**src/rtl/mux_n_pipe.sv**
```systemverilog
// mux_n_pipe: registered N-way selector with a valid/ready output stage.
// The source is chosen either by a loadable select register (fixed mode) or
// by a round-robin arbiter (scan mode). The chosen word is registered
// together with its source index, which cuts long select paths by one flop.
// Optional feature: define MUX_N_PIPE_ERR_EN to build the sticky sel_err flag.

// Per-source accept decode: lane LANE is ready when the stage may accept
// and the active select points at this lane.
module mux_n_pipe_lane #(
    parameter int SEL_W = 3,
    parameter int LANE  = 0
) (
    input  logic             enable,
    input  logic [SEL_W-1:0] sel,
    output logic             hot
);
    localparam logic [SEL_W-1:0] IDX = SEL_W'(LANE);

    assign hot = enable && (sel == IDX);
endmodule

module mux_n_pipe #(
    parameter int WIDTH = 32,
    parameter int N_IN  = 7,
    parameter int SEL_W = 3
) (
    input  logic                  clk,
    input  logic                  reset_n,
    input  logic [N_IN*WIDTH-1:0] in_flat,
    input  logic [N_IN-1:0]       in_valid,
    output logic [N_IN-1:0]       in_ready,
    input  logic [SEL_W-1:0]      seletor,
    input  logic                  sel_load,
    input  logic                  scan_mode,
    output logic [WIDTH-1:0]      out,
    output logic [SEL_W-1:0]      out_src,
    output logic                  out_valid,
    input  logic                  out_ready,
    output logic                  sel_err
);
    localparam logic [SEL_W-1:0] LAST = SEL_W'(N_IN - 1);

    logic [N_IN-1:0][WIDTH-1:0] in_words;
    logic [SEL_W-1:0]           sel_q;
    logic [SEL_W-1:0]           rr_ptr;
    logic                       scan_q;
    logic                       free;
    logic                       sel_ok;
    logic [SEL_W-1:0]           rr_idx;
    logic                       rr_any;
    logic [SEL_W-1:0]           src;
    logic                       grant_en;
    logic                       xfer;

    assign in_words = in_flat;
    assign free     = !out_valid || out_ready;
    assign sel_ok   = int'(sel_q) < N_IN;

    // Round-robin search: pick the valid source with the smallest distance
    // past rr_ptr, wrapping from N_IN-1 back to 0.
    always_comb begin
        int best;
        int d;
        best   = N_IN;
        rr_idx = '0;
        rr_any = 1'b0;
        for (int i = 0; i < N_IN; i++) begin
            d = i - int'(rr_ptr) - 1;
            if (d < 0) d = d + N_IN;
            if (in_valid[i] && d < best) begin
                best   = d;
                rr_idx = SEL_W'(i);
                rr_any = 1'b1;
            end
        end
    end

    // An out-of-range fixed select never enables a lane, so nothing is taken.
    assign src      = scan_mode ? rr_idx : sel_q;
    assign grant_en = reset_n && free && (scan_mode ? rr_any : sel_ok);
    assign xfer     = |(in_ready & in_valid);

    for (genvar g = 0; g < N_IN; g++) begin : g_lane
        mux_n_pipe_lane #(.SEL_W(SEL_W), .LANE(g)) u_lane (
            .enable (grant_en),
            .sel    (src),
            .hot    (in_ready[g])
        );
    end

    // Output register, select register and arbiter pointer. A transfer uses
    // the pre-load select and beats the scan-entry pointer reset.
    always_ff @(posedge clk) begin
        if (!reset_n) begin
            sel_q     <= '0;
            rr_ptr    <= LAST;
            scan_q    <= 1'b0;
            out       <= '0;
            out_src   <= '0;
            out_valid <= 1'b0;
        end else begin
            scan_q <= scan_mode;
            if (sel_load) sel_q <= seletor;
            if (xfer) begin
                out       <= in_words[src];
                out_src   <= src;
                out_valid <= 1'b1;
                if (scan_mode) rr_ptr <= src;
            end else begin
                if (out_ready) out_valid <= 1'b0;
                if (scan_mode && !scan_q) rr_ptr <= LAST;
            end
        end
    end

`ifdef MUX_N_PIPE_ERR_EN
    logic err_q;

    // Sticky out-of-range flag; a valid reload clears it and wins over a set.
    always_ff @(posedge clk) begin
        if (!reset_n) begin
            err_q <= 1'b0;
        end else if (sel_load && int'(seletor) < N_IN) begin
            err_q <= 1'b0;
        end else if (!scan_mode && !sel_ok) begin
            err_q <= 1'b1;
        end
    end

    assign sel_err = err_q;
`else
    assign sel_err = 1'b0;
`endif
endmodule

```
**config.mk**
```make
export PLATFORM = sky130hd
export DESIGN_NAME = mux_n_pipe
export DESIGN_NICKNAME = d
export VERILOG_FILES = /design/src/rtl/mux_n_pipe.sv
export SDC_FILE = /design/constraint.sdc
export NUM_CORES = 1
export LEC_CHECK = 0
export BUFFER_PORTS_ARGS = -buffer_cell sky130_fd_sc_hd__buf_2
export CORE_MARGIN = 10
export CORE_UTILIZATION = 50
export DETAILED_ROUTE_END_ITERATION = 10
export PLACE_DENSITY = 0.86
export REMOVE_ABC_BUFFERS = 1
export SLEW_MARGIN = 20
export SYNTH_ARGS = -nofsm -noshare
export SYNTH_HDL_FRONTEND = slang
export SYNTH_SLANG_ARGS = --single-unit
```
**constraint.sdc**
```tcl
create_clock -name clk -period 40.8 [get_ports clk]
set_input_delay 4.08 -clock clk [delete_from_list [all_inputs] [get_ports clk]]
set_output_delay 4.08 -clock clk [all_outputs]
set_load 0.01 [all_outputs]
```
==> flow_summary.toml <==
[finish]
area_growth_pct = 21.95
multi_input_area_um2 = 5539
fill_cells = 1197
regArea_um2 = 860.8
drive_above_1_share_pct = 29.30
diodes = 0
final_nets = 1411

[synth]
synth_edf_count = 0
yosysWarnings = 0
synthArstFlopShare_pct = 0
synth_top_family_by_area = "compound AO/OA/AOI/OAI gates"
synthFlopType = "dfxtp_1"
synth.distinct_cells = 86
ys_top_cells_by_area = "mux2i_1, dfxtp_1, ha_1"
syn_area_per_cell_um2 = 7.542
netlist.area_leader.share_pct = 19.54
synth_seq_area_share_pct = 12.54
synth_compound_area_share_pct = 29.17
synth_xor_area_share_pct = 3.136
synthAdderAreaFrac_pct = 7.548
synthMuxAreaShare_pct = 20.09
synthCells = 910
ys_ff_latch = 43
synth-simple-area-share_pct = 19.93
synth_top_area_cell = "mux2i_1"
synth_area_um2 = 6863

[timing]
hold_viol_final = 0
rsz0062_at_grt = "false"
slew_headroom_pct = 36.39
tns_ns = 0
period_needed_ns = 21.96
max_freq_ghz = 0.04554
drv_slew = 0
hold_ws_ns = 0.4589
skew_ns = 0.008348
fin_crit_sh_pct = 53.82
finalSetupViolCount = 0
tightestPinTransition_ns = 0.9541

[route]
vias = 7924
wl_mm = 28.00
drtAntennaViolNets = 0
viasPerCell = 6.053
wl_per_cell_um = 21.39
drtPass1Iterations = 5
drcViolationCount = 0
drt_iter0_drc = 664

[setup_path]
crit_required_ns = 36.72
cp_common_cell = "nand2_1"
path_max_fanout = 62
reg2reg_to = "out[12]"
r2r_cells = 64
cp_data_arrival_time_ns = 17.88
end_kind = "primary output"
worstSetupPathType = "primary input to primary output"
max_stage_delay_ns = 0.85
r2r-start = "rr_ptr[1]"
rrSetupSlack_ns = 24.50
cp_slowest_cell = "buf_4"
startpoint_type = "primary input"

[global_routing]
grt_pass1_vias = 7889
grt_overflow = 0
grt_max_degree = 63
antenna_found_initial = 0
grt_pass1_wl_mm = 41.62
grtUsageTotal_pct = 27.48

[placed_design]
post-dp-hpwl_mm = 23.40
port_buffers = 281
routabilityCongestion = 0.9899

[min_path]
hp-start = "out[7]"
hold_path_class = "register to register"
hold_end = "out[7]"
hold_path_depth = 2

[die]
rows = 42
initial_utilization_pct = 51.42
coreArea_um2 = 13350
die_y_um = 137.2
fp.dieW_um = 137.2
io_pins = 283
dieArea_um2 = 18810

[clock_tree]
insertion_delay_ns = 0.29
cts_sinks = 43
htree_levels = 2
cts_setup_buffers = 0
cts_resized = 0
clkTransAtPathRegs_ns = 0.06
hold_buffers = 0
cts_made_buffers = 5
root_buffer = "clkbuf_16"
clock_path_buffers = 2
cts_tree = "built"

[run]
cap_violations = 0

[outcome]
outcome = "finished, final reports clean"
==> how the worst max path moves through the flow <==
stage / cells after the start / to / from / slack (ns)
floorplan: 55 / in_ready[1] / in_valid[0] / 17.78
global placement: 58 / in_ready[6] / in_valid[0] / 19.26
detailed placement: 58 / in_ready[6] / in_valid[0] / 19.14
CTS: 58 / in_ready[6] / in_valid[0] / 19.07
global route: 59 / in_ready[6] / in_valid[0] / 17.62
finish: 59 / in_ready[6] / in_valid[0] / 18.84
==> logic make-up (layout without fill, tap and decap cells) <==
| group | count (synthesis) | after routing |
|---|---|---|
| XOR/XNOR | 23 | 23 |
| other | 1 | 1 |
| buffers and inverters | 105 | 328 |
| multiplexers | 137 | 137 |
| adder cells (fa/ha/maj) | 41 | 41 |
| AND/OR/NAND/NOR | 278 | 278 |
| flip-flops | 43 | 43 |
| AO/OA/AOI/OAI | 282 | 282 |
==> synth_stat cells (all sizes together), types with 4 or more instances <==
cell	instances
nand2	108
mux2i	134
o21a	9
nand3	17
ha	39
nor3b	7
and2	4
a21o	10
a21oi	38
o21ai	69
a211oi	15
nor4b	4
nand4	4
nand2b	15
or2	6
a22oi	34
or3	5
o22ai	7
a21boi	4
o31ai	9
inv	25
nor2	50
and3	12
a32oi	4
o31a	7
clkbuf	32
dfxtp	43
a31oi	7
xnor2	17
xor2	5
nor2b	15
nor3	17
a32o	4
buf	46
o2bb2ai	33
==> critical path: cells and delay by family <==
family                     cells  cell delay (ns)
adders and majority gates      6             1.66
and+or+nand+nor               28             6.63
buffers and inverters          5             1.29
AOI/OAI and AO/OA             20             4.11
==> per-stage QoR <==
stage	std cells	util (%)	cell area (um^2)	worst slack, ns
2_1_floorplan	832	-	6447	17.78
3_3_place_gp	1301	61.57	8218	19.26
3_5_place_dp	1301	61.57	8218	19.14
4_1_cts	1309	62.70	8369	19.07
5_1_grt	1309	62.70	8369	17.62
6_report	1309	62.70	8369	18.84
==> metal layers <==
layer  part of all wire, %  track usage [%]  vias up
li1                      -                -     3828
met1                    38            31.86     3672
met2                    51            48.61      368
met3                   6.3            4.582       56
met4                   4.3            11.65        0
met5                     0                0        -
==> final cells by class <==
| cell class | count | area share, % |
|---|---|---|
| Clock buffer | 5 | 1.495 |
| Clock inverter | 3 | 0.3139 |
| Inverter | 27 | 1.211 |
| Multi-Input combinational cell | 762 | 66.18 |
| Sequential cell | 43 | 10.29 |
| Tap cell | 176 | 2.631 |
| Timing Repair Buffer | 293 | 17.88 |
==> sequential cells by signal, summed over array words and instances, names as in the netlist <==
register   flops
out_src        3
rr_ptr         3
out_valid      1
scan_q         1
sel_q          3
out           32
==> cell usage in the layout, fill, tap and decap left out, types with 9 or more instances in the layout <==
| master | count |
|---|---|
| buf_2 | 281 |
| mux2i_1 | 134 |
| nand2_1 | 108 |
| o21ai_0 | 68 |
| nor2_1 | 48 |
| dfxtp_1 | 43 |
| ha_1 | 39 |
| a21oi_1 | 37 |
| a22oi_1 | 34 |
| o2bb2ai_1 | 32 |
| inv_1 | 24 |
| xnor2_1 | 17 |
| nand3_1 | 17 |
| nor2b_1 | 15 |
| nand2b_1 | 15 |
| nor3_1 | 15 |
| a211oi_1 | 12 |
| buf_4 | 12 |
| and3_1 | 11 |
| a21o_1 | 9 |
| o21a_1 | 9 |
Power is left out: the tool's default activity adds up to more than one toggle a clock period on the data nets, which glitch-free logic cannot reach.
